`config.mk`:
```
export PLATFORM = sky130hd
export DESIGN_NAME = gadget_sprite_ctrl
export DESIGN_NICKNAME = d
export VERILOG_FILES = /design/src/rtl/gadget_sprite_ctrl.sv
export SDC_FILE = /design/constraint.sdc
export NUM_CORES = 1
export LEC_CHECK = 0
export CORE_MARGIN = 10
export CORE_UTILIZATION = 55
export DETAILED_ROUTE_END_ITERATION = 12
export PLACE_DENSITY = 0.84
export SLEW_MARGIN = 40
export SYNTH_ARGS = -nofsm -noshare
export SYNTH_HDL_FRONTEND = slang
export SYNTH_SLANG_ARGS = --single-unit
```
`constraint.sdc`:
```
create_clock -name Clk -period 5.85 [get_ports Clk]
set_input_delay 0.8775 -clock Clk [delete_from_list [all_inputs] [get_ports Clk]]
set_output_delay 0.8775 -clock Clk [all_outputs]
set_load 0.02 [all_outputs]
```
`src/rtl/gadget_sprite_ctrl.sv`:
```
// Falling power-up gadget manager: spawn, per-frame fall, paddle catch, off-screen retire,
// and a registered per-pixel lookup that drives the gadget sprite ROM.
module gadget_sprite_ctrl #(
   parameter int NUM_SLOTS   = 4,
   parameter int SPRITE_SIZE = 32,
   parameter int FALL_STEP   = 2,
   parameter int SCREEN_H    = 480,
   parameter int PADDLE_Y    = 440
) (
   input  logic        Clk,
   input  logic        Reset,
   input  logic        frame_tick,
   input  logic        spawn_valid,
   output logic        spawn_ready,
   input  logic [3:0]  spawn_type,
   input  logic [9:0]  spawn_x,
   input  logic [9:0]  spawn_y,
   input  logic [9:0]  paddle_x,
   input  logic [9:0]  paddle_w,
   input  logic [9:0]  DrawX,
   input  logic [9:0]  DrawY,
   output logic [18:0] rom_addr,
   output logic [3:0]  rom_type,
   output logic        pixel_hit,
   output logic        caught_valid,
   output logic [3:0]  caught_type,
   output logic [2:0]  active_count
);

   localparam int IDX_W = (NUM_SLOTS > 1) ? $clog2(NUM_SLOTS) : 1;
   localparam logic [10:0] SIZE11   = 11'(SPRITE_SIZE);
   localparam logic [10:0] STEP11   = 11'(FALL_STEP);
   localparam logic [10:0] SCREEN11 = 11'(SCREEN_H);
   localparam logic [10:0] PADDLE11 = 11'(PADDLE_Y);

   typedef enum logic {IDLE, UPDATE} state_t;

   state_t            state_reg, state_next;
   logic [IDX_W-1:0]  idx_reg, idx_next;
   logic              pending_reg, pending_next;

   logic [NUM_SLOTS-1:0] valid_reg;
   logic [3:0]           type_reg [NUM_SLOTS];
   logic [9:0]           x_reg    [NUM_SLOTS];
   logic [9:0]           y_reg    [NUM_SLOTS];

   logic             free_found;
   logic [IDX_W-1:0] free_idx;
   logic             spawn_fire, spawn_keep;
   logic             upd_valid, catch_hit, retire;
   logic [10:0]      ny, cur_x11;

   logic [NUM_SLOTS-1:0] hit_vec;
   logic [9:0]           dx_arr [NUM_SLOTS];
   logic [9:0]           dy_arr [NUM_SLOTS];
   logic [18:0]          rom_addr_next;
   logic [3:0]           rom_type_next;
   logic                 pixel_hit_next;
   logic [2:0]           count_next;

   logic [18:0] rom_addr_reg;
   logic [3:0]  rom_type_reg, caught_type_reg;
   logic        pixel_hit_reg, caught_valid_reg;
   logic [2:0]  active_count_reg;

   // Lowest-index free slot: scan downwards so the smallest index is written last.
   always_comb begin
      free_found = 1'b0;
      free_idx   = '0;
      for (int i = NUM_SLOTS - 1; i >= 0; i--) begin
         if (!valid_reg[i]) begin
            free_found = 1'b1;
            free_idx   = IDX_W'(i);
         end
      end
   end

   assign spawn_ready = (state_reg == IDLE) && free_found && !frame_tick && !Reset;
   assign spawn_fire  = spawn_valid && spawn_ready;
   assign spawn_keep  = spawn_fire && (spawn_type != 4'd0) && (spawn_type <= 4'd8);

   assign upd_valid = (state_reg == UPDATE) && valid_reg[idx_reg];
   assign ny        = {1'b0, y_reg[idx_reg]} + STEP11;
   assign cur_x11   = {1'b0, x_reg[idx_reg]};
   assign catch_hit = ((ny + SIZE11) >= PADDLE11) && (ny <= PADDLE11) &&
                      ((cur_x11 + SIZE11) > {1'b0, paddle_x}) &&
                      (cur_x11 < ({1'b0, paddle_x} + {1'b0, paddle_w}));
   assign retire    = (ny >= SCREEN11);

   always_comb begin
      state_next   = state_reg;
      idx_next     = idx_reg;
      pending_next = pending_reg;
      case (state_reg)
         IDLE: begin
            if (frame_tick || pending_reg) begin
               state_next   = UPDATE;
               idx_next     = '0;
               pending_next = 1'b0;
            end
         end
         UPDATE: begin
            if (frame_tick) pending_next = 1'b1;
            if (idx_reg == IDX_W'(NUM_SLOTS - 1)) state_next = IDLE;
            else idx_next = idx_reg + IDX_W'(1);
         end
         default: state_next = IDLE;
      endcase
   end

   always_ff @(posedge Clk or posedge Reset) begin
      if (Reset) begin
         state_reg   <= IDLE;
         idx_reg     <= '0;
         pending_reg <= 1'b0;
      end else begin
         state_reg   <= state_next;
         idx_reg     <= idx_next;
         pending_reg <= pending_next;
      end
   end

   // Spawns only land in IDLE and updates only in UPDATE, so a slot never sees both at once.
   always_ff @(posedge Clk or posedge Reset) begin
      if (Reset) begin
         valid_reg <= '0;
         for (int i = 0; i < NUM_SLOTS; i++) begin
            type_reg[i] <= '0;
            x_reg[i]    <= '0;
            y_reg[i]    <= '0;
         end
      end else begin
         for (int i = 0; i < NUM_SLOTS; i++) begin
            if (spawn_keep && (free_idx == IDX_W'(i))) begin
               valid_reg[i] <= 1'b1;
               type_reg[i]  <= spawn_type;
               x_reg[i]     <= spawn_x;
               y_reg[i]     <= spawn_y;
            end else if (upd_valid && (idx_reg == IDX_W'(i))) begin
               if (catch_hit || retire) valid_reg[i] <= 1'b0;
               else y_reg[i] <= ny[9:0];
            end
         end
      end
   end

   generate
      for (genvar gi = 0; gi < NUM_SLOTS; gi++) begin : g_hit
         assign dx_arr[gi]  = DrawX - x_reg[gi];
         assign dy_arr[gi]  = DrawY - y_reg[gi];
         assign hit_vec[gi] = valid_reg[gi] &&
                              (DrawX >= x_reg[gi]) && ({1'b0, DrawX} < ({1'b0, x_reg[gi]} + SIZE11)) &&
                              (DrawY >= y_reg[gi]) && ({1'b0, DrawY} < ({1'b0, y_reg[gi]} + SIZE11));
      end
   endgenerate

   always_comb begin
      rom_addr_next  = '0;
      rom_type_next  = '0;
      pixel_hit_next = 1'b0;
      for (int i = NUM_SLOTS - 1; i >= 0; i--) begin
         if (hit_vec[i]) begin
            rom_addr_next  = (19'(dy_arr[i]) * 19'(SPRITE_SIZE)) + 19'(dx_arr[i]);
            rom_type_next  = type_reg[i];
            pixel_hit_next = 1'b1;
         end
      end
   end

   always_comb begin
      count_next = '0;
      for (int i = 0; i < NUM_SLOTS; i++) count_next = count_next + 3'(valid_reg[i]);
   end

   always_ff @(posedge Clk or posedge Reset) begin
      if (Reset) begin
         rom_addr_reg     <= '0;
         rom_type_reg     <= '0;
         pixel_hit_reg    <= 1'b0;
         caught_valid_reg <= 1'b0;
         caught_type_reg  <= '0;
         active_count_reg <= '0;
      end else begin
         rom_addr_reg     <= rom_addr_next;
         rom_type_reg     <= rom_type_next;
         pixel_hit_reg    <= pixel_hit_next;
         caught_valid_reg <= upd_valid && catch_hit;
         caught_type_reg  <= (upd_valid && catch_hit) ? type_reg[idx_reg] : 4'd0;
         active_count_reg <= count_next;
      end
   end

   assign rom_addr     = rom_addr_reg;
   assign rom_type     = rom_type_reg;
   assign pixel_hit    = pixel_hit_reg;
   assign caught_valid = caught_valid_reg;
   assign caught_type  = caught_type_reg;
   assign active_count = active_count_reg;

endmodule

```
Word level (Yosys, flattened, before mapping)
Index checks and enable logic that the tools add are counted.
W data, S select, Z words.
{"block": "totals", "word_cells": 211, "out_inout_bits": 33, "register_bits": 136, "input_bits": 68}
{"block": "op_classes", "n_addsub": 28, "eq_ne": 13, "reduce_logical": 60, "n_mux": 59, "magnitude_cmp": 24, "bitwise": 2}
{"operator": "$mux W10", "count": 13}
{"operator": "$add A10 B6 Y11 const B", "count": 9}
{"operator": "$lt A10 B11 Y1", "count": 9}
{"operator": "$ge A10 B10 Y1", "count": 8}
{"operator": "$sub A10 B10 Y10", "count": 8}
{"operator": "$add A15 B10 Y16", "count": 4}
{"operator": "$mux W19", "count": 3}
{"operator": "$bmux W10 S2", "count": 2}
{"operator": "$logic_and A1 B1 Y1", "count": 35}
{"operator": "$mux W4", "count": 7}
{"operator": "$ge A11 B9 Y1 const B", "count": 2}
{"operator": "$mux W1", "count": 22}
{"operator": "$reduce_and A2 Y1", "count": 10}
{"operator": "$mux W16", "count": 1}
{"operator": "$reduce_bool A2 Y1", "count": 8}
{"operator": "$mux W2", "count": 6}
{"operator": "$ne A2 B2 Y1 const B", "count": 6}
{"operator": "$add A10 B10 Y11", "count": 1}
{"operator": "$add A10 B2 Y11 const B", "count": 1}
{"operator": "$add A11 B6 Y11 const B", "count": 1}
{"operator": "$gt A11 B10 Y1", "count": 1}
{"operator": "$le A11 B9 Y1 const B", "count": 1}
{"operator": "$bmux W4 S2", "count": 1}
{"operator": "$eq A2 B2 Y1 const B", "count": 4}
{"operator": "other kinds (18)", "count": 23}

Depth between registers and ports, before layout
{"block": "depth", "word_depth": 14, "ltp_mapped": 22, "ltp_nobuf": 20}

Least setup slack after synthesis
Ideal clock, no wire load.
{"block": "synth_path", "path_kind": "input to register", "start": "input port paddle_x[1]", "end": "register y_reg[11] (netlist bit)", "path_buffers": 2, "setup_ps": 126, "slack_ps": 1430, "path_stages": 21, "t_arrival_ps": 4294, "required_time_ps": 5724, "cell_sequence": "ha_1 a21o_1 a21oi_1 o21bai_1 a21oi_1 nor2b_1 o21a_1 o21ai_0 nand2_1 a21oi_1 xor2_1 ha_1 a2111oi_0 o211ai_1 o211a_1 o31ai_4 a21oi_4 nor2b_4 buf_6 buf_6 a221o_1"}
{"block": "synth_between", "elab_chain_len": 6, "word_cells_on_any_way": 8, "cone_classes": "add/sub (1); order compare (2); eq/ne (1); reduce/logical (4)"}
{"element": "from (decl)", "line": "18", "source": "input logic [9:0] paddle_x,"}
{"element": "$add A10 B10 Y11 or $gt A11 B10 Y1 (tied branches)", "line": "87, 86"}
{"element": "$lt A10 B11 Y1 or $logic_and A1 B1 Y1 (tied branches)", "line": "87, 85"}
{"element": "$logic_and A1 B1 Y1 (*)", "line": "86", "source": "((cur_x11 + SIZE11) > {1'b0, paddle_x}) &&"}
{"element": "$logic_or A1 B1 Y1 (*)", "line": "140", "source": "if (catch_hit || retire) valid_reg[i] <= 1'b0;"}
{"element": "$ne A2 B2 Y1 (no line) (*)"}
{"element": "$reduce_and A2 Y1 (no line) (*)"}
{"element": "to (signal, indexed assignment)", "line": "138", "source": "y_reg[i] <= spawn_y;"}
{"element": "to (signal, indexed assignment)", "line": "141", "source": "else y_reg[i] <= ny[9:0];"}
{"element": "to (decl)", "line": "45", "source": "logic [9:0] y_reg [NUM_SLOTS];"}
Every way passes the cells marked *; elsewhere a longest branch is shown, timed or not.
A chain may end at the register's enable or synchronous reset.

Final worst setup path
{"block": "layout_path", "start": "input port paddle_x[1]", "end": "register y_reg[0] (netlist bit)"}
The elaborated chain is that of the path after synthesis.

==> flow_metrics.tcl <==
set metrics [dict create \
    outcome "finished, final reports clean" \
    synth_seq_area_share 0.250 \
    grt_overflow 0 \
    cts_tree "built" \
    cts.sinks 133 \
    cts_made_buffers 17 \
    timing.hold.ws_ns 0.517 \
    postCtsSetupRepairBufs 0 \
    rsz0062_at_grt "no" \
    synth-xor-area-share 0.0816 \
    routed_via_density 6.38 \
    portBuffers 97 \
    tightest_slew_ns 0.753 \
    worstSetupPathType "input pin to flop" \
    critPathMaxFanout 19 \
    powerDensity_mw_per_mm2 443 \
    ioPinCount 101 \
    drtIter0Drc 1390 \
    power_leakage_nw 6.85 \
    synth.area.mux_share 0.0589 \
    async_flop_share 1.00 \
    place_congestion 0.988 \
    post-place-cells 1879 \
    die_h_um 176 \
    synth.distinct_cells 87 \
    synth_top_cell_by_area "dfrtp_1" \
    fp-row-count 56 \
    holdCritPathClass "flop to flop" \
    ys_warn_count 0 \
    slew_violations 0 \
    cts_max_path_buffers 2 \
    core_area_mm2 0.0236 \
    worstPathArrival_ns 5.51 \
    antenna_found_initial 0 \
    fillers 1894 \
    die_w_um 176 \
    clockRootBuffer "clkbuf_16" \
    grt_usage 0.262 \
    drive_gt1_frac 0.0798 \
    ys_ff_latch 133 \
    maxCapViolCount 0 \
    slew_headroom 0.498 \
    fmax_mhz 193 \
    cts_hold_buf 0 \
    setup_violations 0 \
    min_period_ns 5.18 \
    finalCritPeriodShare 0.886 \
    diodes 0 \
    grt_max_degree 59 \
    synth_compound_area_frac 0.207 \
    synth_commonest_cells "ha_1 (186), inv_1 (160), nand2_1 (146), dfrtp_1 (133), o21ai_0 (95)" \
    cts_resized 0 \
    yosys.area.top_type_share 0.250 \
    area_growth_pct 14.3 \
    ant_nets 0 \
    syn_inst 1489 \
    ir_drop_mv 0.328 \
    synth_most_common_cell "ha_1" \
    grt_pass1_vias 12000 \
    final.setup.tns_ns 0 \
    drc_errors 0 \
    cts.htree.levels 4 \
    finClkSkew_ns 0.0178 \
    synth_simple_gate_area_frac 0.142 \
    syn_area_per_cell_um2 8.94 \
    grt_pass1_wl_um 64500 \
    synth_edf_count 0 \
    wl_per_cell_um 21.5 \
    startpoint_type "input pin" \
    netlist_top_cells_area "dfrtp_1 (25%), ha_1 (17%), xnor2_1 (5.4%), inv_1 (4.5%), mux4_2 (4.2%)" \
    num_vias 12200 \
    drt_wl_total_um 41100 \
    insertion_delay_ns 0.44 \
    start_util 0.564 \
    postSynth.topFlopCell "dfrtp_1" \
    synth_top_family_by_area "compound AO/OA/AOI/OAI gates" \
    syn_area_mm2 0.0133 \
    hpwlAfterDp_um 32200 \
    critPathCaptureType "flop" \
    dieArea_mm2 0.0308 \
    yosys.area_share.adder 0.196 \
    drt_pass1_iterations 6 \
    finalHoldViolCount 0 \
    clk_pin_slew_ns 0.06 \
    r2r_slack_ns 1.22 \
    fin_cells 1911 \
    crit_required_ns 6.17 \
    fin_nets 1847 \
]
## cells by family after synthesis
family,Yosys count
fa+ha+maj,200
mux,45
buf+inv,205
simple gates,394
other cells,1
compound gates,392
flops,133
xor+xnor,119
## stage by stage
step                      utilization  total power, mW  cell area (µm²)  worst slack (ns)
after floorplan                     -             4.45            13300              1.42
after global placement          0.617             5.33            14600             0.546
after detailed placement        0.619             5.46            14600             0.321
after CTS                       0.644             6.63            15200             0.732
after global routing            0.645             7.19            15200             0.376
final                           0.645             6.74            15200             0.665
## where the power goes
part	leakage, nW	switching, mW	internal (mW)
Combinational	4.90	2.37	1.84
Clock	0.290	0.462	0.683
Sequential	1.66	0.257	1.13
## layout make-up
| type | count | area [µm²] | area share |
|---|---|---|---|
| Tap cell | 319 | 399 | 0.0262 |
| Sequential cell | 133 | 3330 | 0.219 |
| Timing Repair Buffer | 113 | 1110 | 0.0732 |
| Multi-Input combinational cell | 1153 | 9170 | 0.602 |
| Clock inverter | 12 | 155 | 0.0102 |
| Inverter | 161 | 607 | 0.0399 |
| Clock buffer | 20 | 447 | 0.0293 |
## layer usage
metal	GRT usage	part of all wire	vias up
met3	0.0558	0.10	118
met1	0.332	0.40	5841
li1	-	-	5562
met4	0.114	0.039	0
met2	0.421	0.46	674
met5	0	0	-
## critical path: stages
cell and delay (ns):
clkdlybuf4s50_1 0.47, ha_1 0.31, a21o_1 0.15, a21oi_1 0.21, o21bai_1 0.10, a21oi_1 0.22
nor2b_1 0.07, o21a_1 0.18, o21ai_0 0.16, nand2_1 0.08, a21oi_1 0.18, xor2_1 0.10
ha_1 0.22, a2111oi_0 0.45, o211ai_1 0.20, o211a_1 0.25, o31ai_4 0.30, a21oi_4 0.12
and2b_1 0.45, a221o_1 0.43
## final timing paths
kind | startpoint | end | depth (start not counted)
max | paddle_x[1] | y_reg[0] | 20
min | type_reg[11] | type_reg[11] | 2
max reg2reg | idx_reg[0] | y_reg[0] | 13
min reg2reg | type_reg[11] | type_reg[11] | 2
max in group asynchronous | Reset | x_reg[34] | 3
min in group asynchronous | Reset | y_reg[3] | 2
## placed cells by master (no fill, tap or decap), types with 15 or more instances in the layout
master,n
ha_1,186
inv_1,159
nand2_1,146
dfrtp_1,132
clkdlybuf4s50_1,97
o21ai_0,95
xnor2_1,82
nor2_1,75
a21oi_1,74
a21o_1,39
nand3_1,37
xor2_1,32
nor2b_1,29
mux4_2,25
nand4_1,23
nor3_1,22
mux2_2,17
clkbuf_16,17
o311ai_0,16
a22oi_1,16
o21bai_1,15
(Power assumes the default switching activity.)
